==> src/rtl/pipeline_stall_controller.sv <==
// Pipeline stall controller for the 5-stage ARM pipeline (IF, ID, EXE, MEM, WB).
// Turns the ID-stage hazard, the EXE-stage taken branch and the MEM-stage
// memory handshake into per-stage freeze/flush/bubble controls, with fixed
// priority memory wait > branch flush > hazard stall. Watchdogs lock the
// pipeline in ERR when a memory wait or hazard stall never ends, and
// saturating counters track stall, memory-wait and flush cycles.
module pipeline_stall_controller #(
   parameter int CNT_W       = 16,
   parameter int MEM_TIMEOUT = 255,
   parameter int HAZ_TIMEOUT = 4
) (
   input  logic             clk,
   input  logic             rst,
   input  logic             hazard_detected_signal,
   input  logic             branch_taken,
   input  logic             mem_req,
   input  logic             mem_ready,
   input  logic             clr_counters,
   output logic             freeze_if,
   output logic             flush_if_id,
   output logic             bubble_id_exe,
   output logic             freeze_pipe,
   output logic             wb_bubble,
   output logic [1:0]       state,
   output logic             watchdog_err,
   output logic [CNT_W-1:0] stall_cycles,
   output logic [CNT_W-1:0] mem_wait_cycles,
   output logic [CNT_W-1:0] flush_count
);

   typedef enum logic [1:0] {
      RUN      = 2'd0,
      HAZ      = 2'd1,
      MEM_WAIT = 2'd2,
      ERR      = 2'd3
   } state_t;

   localparam int WAIT_W = $clog2(MEM_TIMEOUT);
   localparam int HAZ_W  = $clog2(HAZ_TIMEOUT);
   localparam logic [WAIT_W-1:0] WAIT_LAST = WAIT_W'(MEM_TIMEOUT - 1);
   localparam logic [HAZ_W-1:0]  HAZ_LAST  = HAZ_W'(HAZ_TIMEOUT - 1);

   state_t            state_q, state_d;
   logic              watchdog_err_q, watchdog_err_d;
   logic [WAIT_W-1:0] wait_cnt_q, wait_cnt_d;
   logic [HAZ_W-1:0]  haz_cnt_q, haz_cnt_d;
   logic [CNT_W-1:0]  stall_q, stall_d;
   logic [CNT_W-1:0]  mem_wait_q, mem_wait_d;
   logic [CNT_W-1:0]  flush_q, flush_d;

   logic mem_stall;
   logic err;
   logic haz_stall;
   logic mem_trip;
   logic haz_trip;

   // Stage controls: a pending memory access or the error lock holds the
   // whole pipeline; a taken branch overrides a hazard because the ID
   // instruction is being flushed anyway, so the PC must keep moving.
   always_comb begin
      mem_stall     = mem_req & ~mem_ready;
      err           = (state_q == ERR);
      freeze_pipe   = mem_stall | err;
      wb_bubble     = mem_stall | err;
      freeze_if     = mem_stall | err | (hazard_detected_signal & ~branch_taken);
      flush_if_id   = branch_taken & ~mem_stall & ~err;
      bubble_id_exe = ~mem_stall & ~err & (branch_taken | hazard_detected_signal);
      haz_stall     = freeze_if & ~freeze_pipe;
      mem_trip      = mem_stall && (wait_cnt_q == WAIT_LAST);
      haz_trip      = haz_stall && (haz_cnt_q == HAZ_LAST);
   end

   // Next state, watchdog run lengths and saturating performance counters.
   always_comb begin
      // NOTE: every variable gets a default before any branch so no path
      // leaves it unassigned; otherwise synthesis infers a latch.
      state_d        = state_q;
      wait_cnt_d     = '0;
      haz_cnt_d      = '0;
      stall_d        = stall_q;
      mem_wait_d     = mem_wait_q;
      flush_d        = flush_q;

      if (!err) begin
         if (mem_trip || haz_trip)       state_d = ERR;
         else if (mem_stall)             state_d = MEM_WAIT;
         else if (branch_taken)          state_d = RUN;
         else if (hazard_detected_signal) state_d = HAZ;
         else                            state_d = RUN;
      end
      watchdog_err_d = (state_d == ERR);

      // Run lengths hold at their last value; reaching it already trips ERR.
      if (mem_stall) begin
         wait_cnt_d = (wait_cnt_q == WAIT_LAST) ? wait_cnt_q : wait_cnt_q + WAIT_W'(1);
      end
      if (haz_stall) begin
         haz_cnt_d = (haz_cnt_q == HAZ_LAST) ? haz_cnt_q : haz_cnt_q + HAZ_W'(1);
      end

      if (clr_counters) begin
         stall_d    = '0;
         mem_wait_d = '0;
         flush_d    = '0;
      end else begin
         if (haz_stall && (stall_q != '1))            stall_d    = stall_q + CNT_W'(1);
         if (mem_stall && !err && (mem_wait_q != '1)) mem_wait_d = mem_wait_q + CNT_W'(1);
         if (flush_if_id && (flush_q != '1))          flush_d    = flush_q + CNT_W'(1);
      end
   end

   // State register: FSM, watchdog run lengths and counters, async reset.
   always_ff @(posedge clk or negedge rst) begin
      if (!rst) begin
         state_q        <= RUN;
         watchdog_err_q <= 1'b0;
         wait_cnt_q     <= '0;
         haz_cnt_q      <= '0;
         stall_q        <= '0;
         mem_wait_q     <= '0;
         flush_q        <= '0;
      end else begin
         // NOTE: non-blocking assignments so every register samples the
         // values from before this edge, independent of statement order.
         state_q        <= state_d;
         watchdog_err_q <= watchdog_err_d;
         wait_cnt_q     <= wait_cnt_d;
         haz_cnt_q      <= haz_cnt_d;
         stall_q        <= stall_d;
         mem_wait_q     <= mem_wait_d;
         flush_q        <= flush_d;
      end
   end

   assign state           = state_q;
   assign watchdog_err    = watchdog_err_q;
   assign stall_cycles    = stall_q;
   assign mem_wait_cycles = mem_wait_q;
   assign flush_count     = flush_q;

endmodule

==> config.mk <==
export PLATFORM = sky130hd
export DESIGN_NAME = pipeline_stall_controller
export DESIGN_NICKNAME = d
export VERILOG_FILES = /design/src/rtl/pipeline_stall_controller.sv
export SDC_FILE = /design/constraint.sdc
export NUM_CORES = 1
export LEC_CHECK = 0
export ABC_CLOCK_PERIOD_IN_PS = 2800
export CAP_MARGIN = 25
export CELL_PAD_IN_SITES_DETAIL_PLACEMENT = 0
export CELL_PAD_IN_SITES_GLOBAL_PLACEMENT = 1
export CORE_MARGIN = 5
export CORE_UTILIZATION = 40
export DETAILED_ROUTE_END_ITERATION = 6
export PLACE_DENSITY = 0.81
export SYNTH_ARGS = -nofsm -noshare
export SYNTH_HDL_FRONTEND = slang
export SYNTH_SLANG_ARGS = --single-unit
==> constraint.sdc <==
create_clock -name clk -period 2.8 [get_ports clk]
set_clock_uncertainty 0.05 [all_clocks]
set_input_delay 0.28 -clock clk [delete_from_list [all_inputs] [get_ports clk]]
set_output_delay 0.28 -clock clk [all_outputs]
set_load 0.01 [all_outputs]
After elaboration in Yosys (flattened, before gate mapping)
Cells that the tools add are included.
{"block": "totals", "input_bits": 7, "rom_bits": 0, "regBits": 61, "n_memories": 0, "latch_bits": 0, "ramBits": 0}
{"block": "op_classes", "multipliers": 0, "n_div": 0, "n_lt_le_gt_ge": 0, "add_sub_neg": 5, "n_eq_ne": 9, "n_mux": 15, "bitwise_logic": 15, "reduce_logical": 11, "n_shift": 0}
{"op": "2-to-1 mux 16 bit", "count": 6}
{"op": "adder 16 x 1 -> 16 bit, second input constant", "count": 3}
{"op": "inequality test 16 bit, second input constant", "count": 3}
{"op": "2-to-1 mux 8 bit", "count": 2}
{"op": "2-to-1 mux 2 bit", "count": 5}
{"op": "adder 8 x 1 -> 8 bit, second input constant", "count": 1}
{"op": "== test 8 bit, second input constant", "count": 1}
{"op": "bitwise AND 1 bit", "count": 7}
{"op": "== test 2 bit, second input constant", "count": 3}
{"op": "logical AND 1 bit", "count": 6}
{"op": "nonzero test 2 bit", "count": 3}
{"op": "NOT 1 bit", "count": 5}
{"op": "inequality test 2 bit, second input constant", "count": 2}
{"op": "bitwise OR 1 bit", "count": 3}
{"op": "adder 2 x 1 -> 2 bit, second input constant", "count": 1}
{"op": "2-to-1 mux 1 bit", "count": 2}
{"op": "logical NOT 1 bit", "count": 1}
{"op": "logical OR 1 bit", "count": 1}

Logic depth before layout (Yosys ltp)
{"block": "depth", "ltp_word": 10, "depth_mapped": 7, "ltp_nobuf": 6}

Least setup slack after synthesis
No wires, ideal clock.
{"block": "synth_timing", "path_type": "flip-flop to flip-flop", "start": "register mem_wait_q[0], in the netlist mem_wait_cycles[0]", "end": "register mem_wait_q[14], in the netlist mem_wait_cycles[14]", "setup_ns": 0.078, "path_slack_ns": 0.724, "stages_incl_launch_ff": 7, "period_less_slack_ns": 2.076, "t_required_ns": 2.672, "arrival_time_ns": 1.948, "path_cell_list": "dfrtp_1 -> ha_1 -> nand4_1 -> or4_1 -> buf_2 -> or4_1 -> a21oi_1"}
{"block": "synth_via", "elab_chain_len": 3, "word_cells_on_any_way": 6, "cone_classes": "1 x add/sub; 1 x eq/ne; 2 x mux; 2 x reduce/logical"}
{"item": "start, declared", "line": "48", "source": "logic [CNT_W-1:0] mem_wait_q, mem_wait_d;"}
{"item": "start signal, assigned", "line": "130", "source": "mem_wait_q <= mem_wait_d;"}
{"item": "adder 16 x 1 -> 16 bit or inequality test 16 bit (tied branches)", "line": "107", "source": "if (mem_stall && !err && (mem_wait_q != '1)) mem_wait_d = mem_wait_q + CNT_W'(1);"}
{"item": "2-to-1 mux 16 bit or logical AND 1 bit (tied branches)", "line": "107"}
{"item": "2-to-1 mux 16 bit or nonzero test 2 bit (tied branches)"}
Parallel ways exist; a longest one is shown, timed or not. The select of a mux whose other input is x is not followed.
A chain may end at the register's enable or synchronous reset.

Worst setup path after layout
{"block": "layout_timing", "start": "register state_q[0], in the netlist state[0]", "end": "output port bubble_id_exe"}
{"block": "layout_via", "elab_chain_len": 4}
{"item": "start, declared", "line": "43", "source": "state_t state_q, state_d;"}
{"item": "start signal, assigned", "line": "125", "source": "state_q <= state_d;"}
{"item": "== test 2 bit", "line": "62", "source": "err = (state_q == ERR);"}
{"item": "NOT 1 bit", "line": "67", "source": "bubble_id_exe = ~mem_stall & ~err & (branch_taken | hazard_detected_signal);"}
{"item": "bitwise AND 1 bit (2 in a row)", "line": "67"}
{"item": "end, declared", "line": "21", "source": "output logic bubble_id_exe,"}
Every way passes these cells.

==> qor_table.md <==
| Parameter | This run |
|---|---|
| Result of the run | complete, no violations |
| Critical path data required time | 2.47 ns |
| Total of buffers placed on input and output ports | 62 |
| TritonCTS Buffers | 9 |
| CTS root buffer | sky130_fd_sc_hd__clkbuf_8 |
| Setup_tns | 0 ns |
| Worst-path fanout max | 12 |
| Later-pin clock latency in the skew report | 0.34 ns |
| Highest clock rate | 435 MHz |
| Count of nets left with antenna violations after detail routing | 0 |
| Placed instance count | 534 |
| Number of buffers added for setup after CTS | 0 |
| Crit. End Element | output port |
| Synth Area in Compound Gates | 14.0% |
| Core Rows | 34 |
| Routability congestion estimate from global placement | 0.824 |
| FF+latch count, synth | 61 |
| Die outline height | 103 um |
| H-tree levels | 3 |
| Total global routing overflow | 0 |
| Leading register cell type out of synthesis | sky130_fd_sc_hd__dfrtp_1 |
| Power per standard cell area | 376 mW/mm^2 |
| Proportion of power drawn by combinational gates | 4.2% |
| Starting density of the core | 40.5% |
| Layout cells sized above 1 | 9.03% |
| Final hold vios | 0 |
| Multi-input gate area | 0.00186 sq mm |
| Number of remaining DRC errors | 0 |
| # diodes | 0 |
| Instance area after placement | 0.00421 sq mm |
| Post-route met1 wirelength | 4220 um |
| Placed wire-length estimate after detailed placement | 6450 um |
| Vias after detailed routing | 3,209 |
| Count of yosys warnings during synthesis | 0 |
| Unrepaired setup endpoints after global routing | false |
| Core Footprint | 0.00864 sq mm |
| Power share of the sequential group | 53.6% |
| Minimum period implied by the final worst setup slack | 2.30 ns |
| Antenna violations before repair | 0 |
| Synthesized-area fraction occupied by adder cells | 2.15% |
| Sequential share of the synthesized area | 43.7% |
| Largest buffer count on any clock path | 2 |
| Area of the die | 0.0107 sq mm |
| Worst setup path class | reg2out |
| Total Nets Final | 451 |
| Detailed-route wire length | 9100 um |
| Via density per instance | 5.82 |
| Die outline width | 103 um |
| Post-synthesis cell type count | 49 |
| Measured slew at the worst slew-check pin | 0.719 ns |
| Clock edge transition at the registers on the reported setup and hold paths | 0.07 ns |
| Tcrit/Tclk final | 82.0% |
| Worst Setup Slack post-DPL | 0.334 ns |
| Syn-to-layout area delta | 25.8% |
| Synth Instances | 377 |
| Cell area after layout | 0.00439 sq mm |
| Post-Route Hold Slack | 0.330 ns |
| P_sw | 378 uW |
| Maximum ir drop on the vdd rail | 0.220 mV |
| Storage cell area | 0.00153 sq mm |
| Maximum number of pins on one net before global-route repair | 40 |
| Max layer used | met4 |
| Final instance count without filler cells | 551 |
| Post-Syn Area | 0.00349 sq mm |
| Number of global-route vias before repair | 3,034 |
| Number of filler instances in the final layout | 787 |
| Iteration-0 DRC Markers | 217 |
| Worst hold path type | in2reg |
| All-Layer GR Usage | 18.1% |
| Largest family of logic cells by synthesized area | simple AND/OR/NAND/NOR gates |
| Synth Area in XOR/XNOR | 1.00% |
| Portion of total power attributed to the clock network | 42.2% |
| Detailed-router iteration count before antenna repair | 5 |
| IO Count | 63 |
| Wire length of the first global-routing pass | 15,300 um |
| EDFF count, synth | 0 |
| Worst path arrival time | 1.97 ns |
| Wire length on met3 | 484 um |
| Static leakage | 0.00165 uW |
| Headroom to the max-slew limit | 52.1% |
| TritonCTS clock tree | yes |
| Net Count, Synth | 390 |
| Final Worst Setup Slack | 0.503 ns |
| Post-synthesis mux area share | 6.02% |
| FFs w/ async S/R, synth | 100% |
| Switching share of power | 22.9% |
| Internal power summed over all cells | 1270 uW |
| Synth Area in Simple Gates | 29.9% |
| Max-cap viol count | 0 |
| Critical path launch point type | flop |
| TritonCTS sink count | 61 |
| Max Transition Viols Final | 0 |
| Number of failing setup endpoints in the final timing report | 0 |
| Routed met2 length | 4340 um |
| Per-instance average area after synthesis | 9.27 sq um |
| Routed wirelength normalized by instance count | 16.5 um |
==> cells in the mapped netlist, drive strengths merged, types with 6 or more instances <==
master | n | share of area, %
clkbuf | 16 | 1.7
nand3 | 20 | 2.9
nor4 | 17 | 3.2
nor3 | 11 | 1.6
or4 | 14 | 3.0
nand4 | 18 | 3.2
inv | 6 | 0.64
mux2 | 16 | 5.2
nand2 | 25 | 2.7
a21oi | 24 | 3.4
dfrtp | 61 | 44
nor2b | 17 | 3.0
o21ai | 13 | 1.9
or3 | 8 | 1.4
ha | 6 | 2.1
and4 | 8 | 2.0
o31ai | 11 | 2.4
nor2 | 33 | 3.5
==> per-stage QoR <==
stage | utilization, % | power, uW
2_1_floorplan | - | 930
3_5_place_dp | 48.8 | 971
3_3_place_gp | 48.8 | 969
4_1_cts | 50.9 | 1680
6_report | 50.9 | 1650
5_1_grt | 50.9 | 1720
==> cells in the final DEF (no fill, tap or decap), drive strengths merged, types with 6 or more instances in the layout <==
cell type      count
nor2b             17
nor3              11
or3                8
buf                8
o31ai             11
dfrtp             61
nand3             20
a21oi             24
o21ai             13
nor2              33
ha                 6
clkbuf            15
mux2              16
nand4             18
and4               8
nor4              17
clkdlybuf4s50     60
or4               14
inv                6
nand2             25
==> kinds of logic (layout without fill, tap and decap cells) <==
| kind of cell | Yosys count | after routing |
|---|---|---|
| buf+inv | 26 | 92 |
| fa+ha+maj | 6 | 6 |
| mux | 19 | 19 |
| flops | 61 | 61 |
| compound gates | 75 | 75 |
| xor+xnor | 4 | 4 |
| simple gates | 186 | 186 |
==> worst max-delay path: stages, from the launching register on <==
cell	delay, ns
sky130_fd_sc_hd__dfrtp_1	0.41
sky130_fd_sc_hd__nand2_1	0.34
sky130_fd_sc_hd__nand2_1	0.19
sky130_fd_sc_hd__nor2_1	0.14
sky130_fd_sc_hd__clkdlybuf4s50_1	0.54
==> metal layers <==
layer	track usage, %	vias to the layer above
met3	4.49	5
met2	28.8	87
met5	0	-
li1	-	1553
met1	25.1	1564
met4	4.28	0
==> path summary, 6_finish.rpt <==
path	start	endpoint	cells after the start	slack [ns]
worst max-delay path	state[0]$_DFF_PN0_	bubble_id_exe	4	0.50
worst max register to register	mem_wait_cycles[0]$_DFFE_PN0P_	mem_wait_cycles[14]$_DFFE_PN0P_	5	0.55
min in group asynchronous	rst	mem_wait_cycles[1]$_DFFE_PN0P_	2	0.48
worst min-delay path	clr_counters	stall_cycles[0]$_DFFE_PN0P_	2	0.33
max in group asynchronous	rst	flush_count[10]$_DFFE_PN0P_	3	1.59
worst min register to register	flush_count[6]$_DFFE_PN0P_	flush_count[6]$_DFFE_PN0P_	1	0.46
==> sequential cells by signal, summed over array words and instances, names as in the netlist <==
| name | cells |
|---|---|
| wait_cnt_q | 8 |
| haz_cnt_q | 2 |
| state | 2 |
| watchdog_err | 1 |
| stall_cycles | 16 |
| flush_count | 16 |
| mem_wait_cycles | 16 |
==> final cells by class <==
class / instances / area share, %
clock inverters: 1 / 0.114
flip-flops and latches: 61 / 34.7
well taps: 108 / 3.08
multi-input cells: 290 / 42.3
inverters: 7 / 0.598
clock buffers: 15 / 3.79
repair buffers: 69 / 15.4
==> power by group through the flow <==
stage | Clock, uW | Combinational (uW) | Sequential (uW)
2_1_floorplan | 0 | 29.5 | 901
3_3_place_gp | 0 | 68.5 | 901
3_5_place_dp | 0 | 70.2 | 901
4_1_cts | 722 | 71.4 | 884
5_1_grt | 757 | 79.1 | 884
6_report | 697 | 69.0 | 885
==> timing repair <==
| action | in CTS | in global routing |
|---|---|---|
| hold buffers | 1 | 0 |
| gates resized for setup | 0 | 0 |
| endpoints found under the hold margin | 28 | 0 |
(Power assumes the default switching activity.)
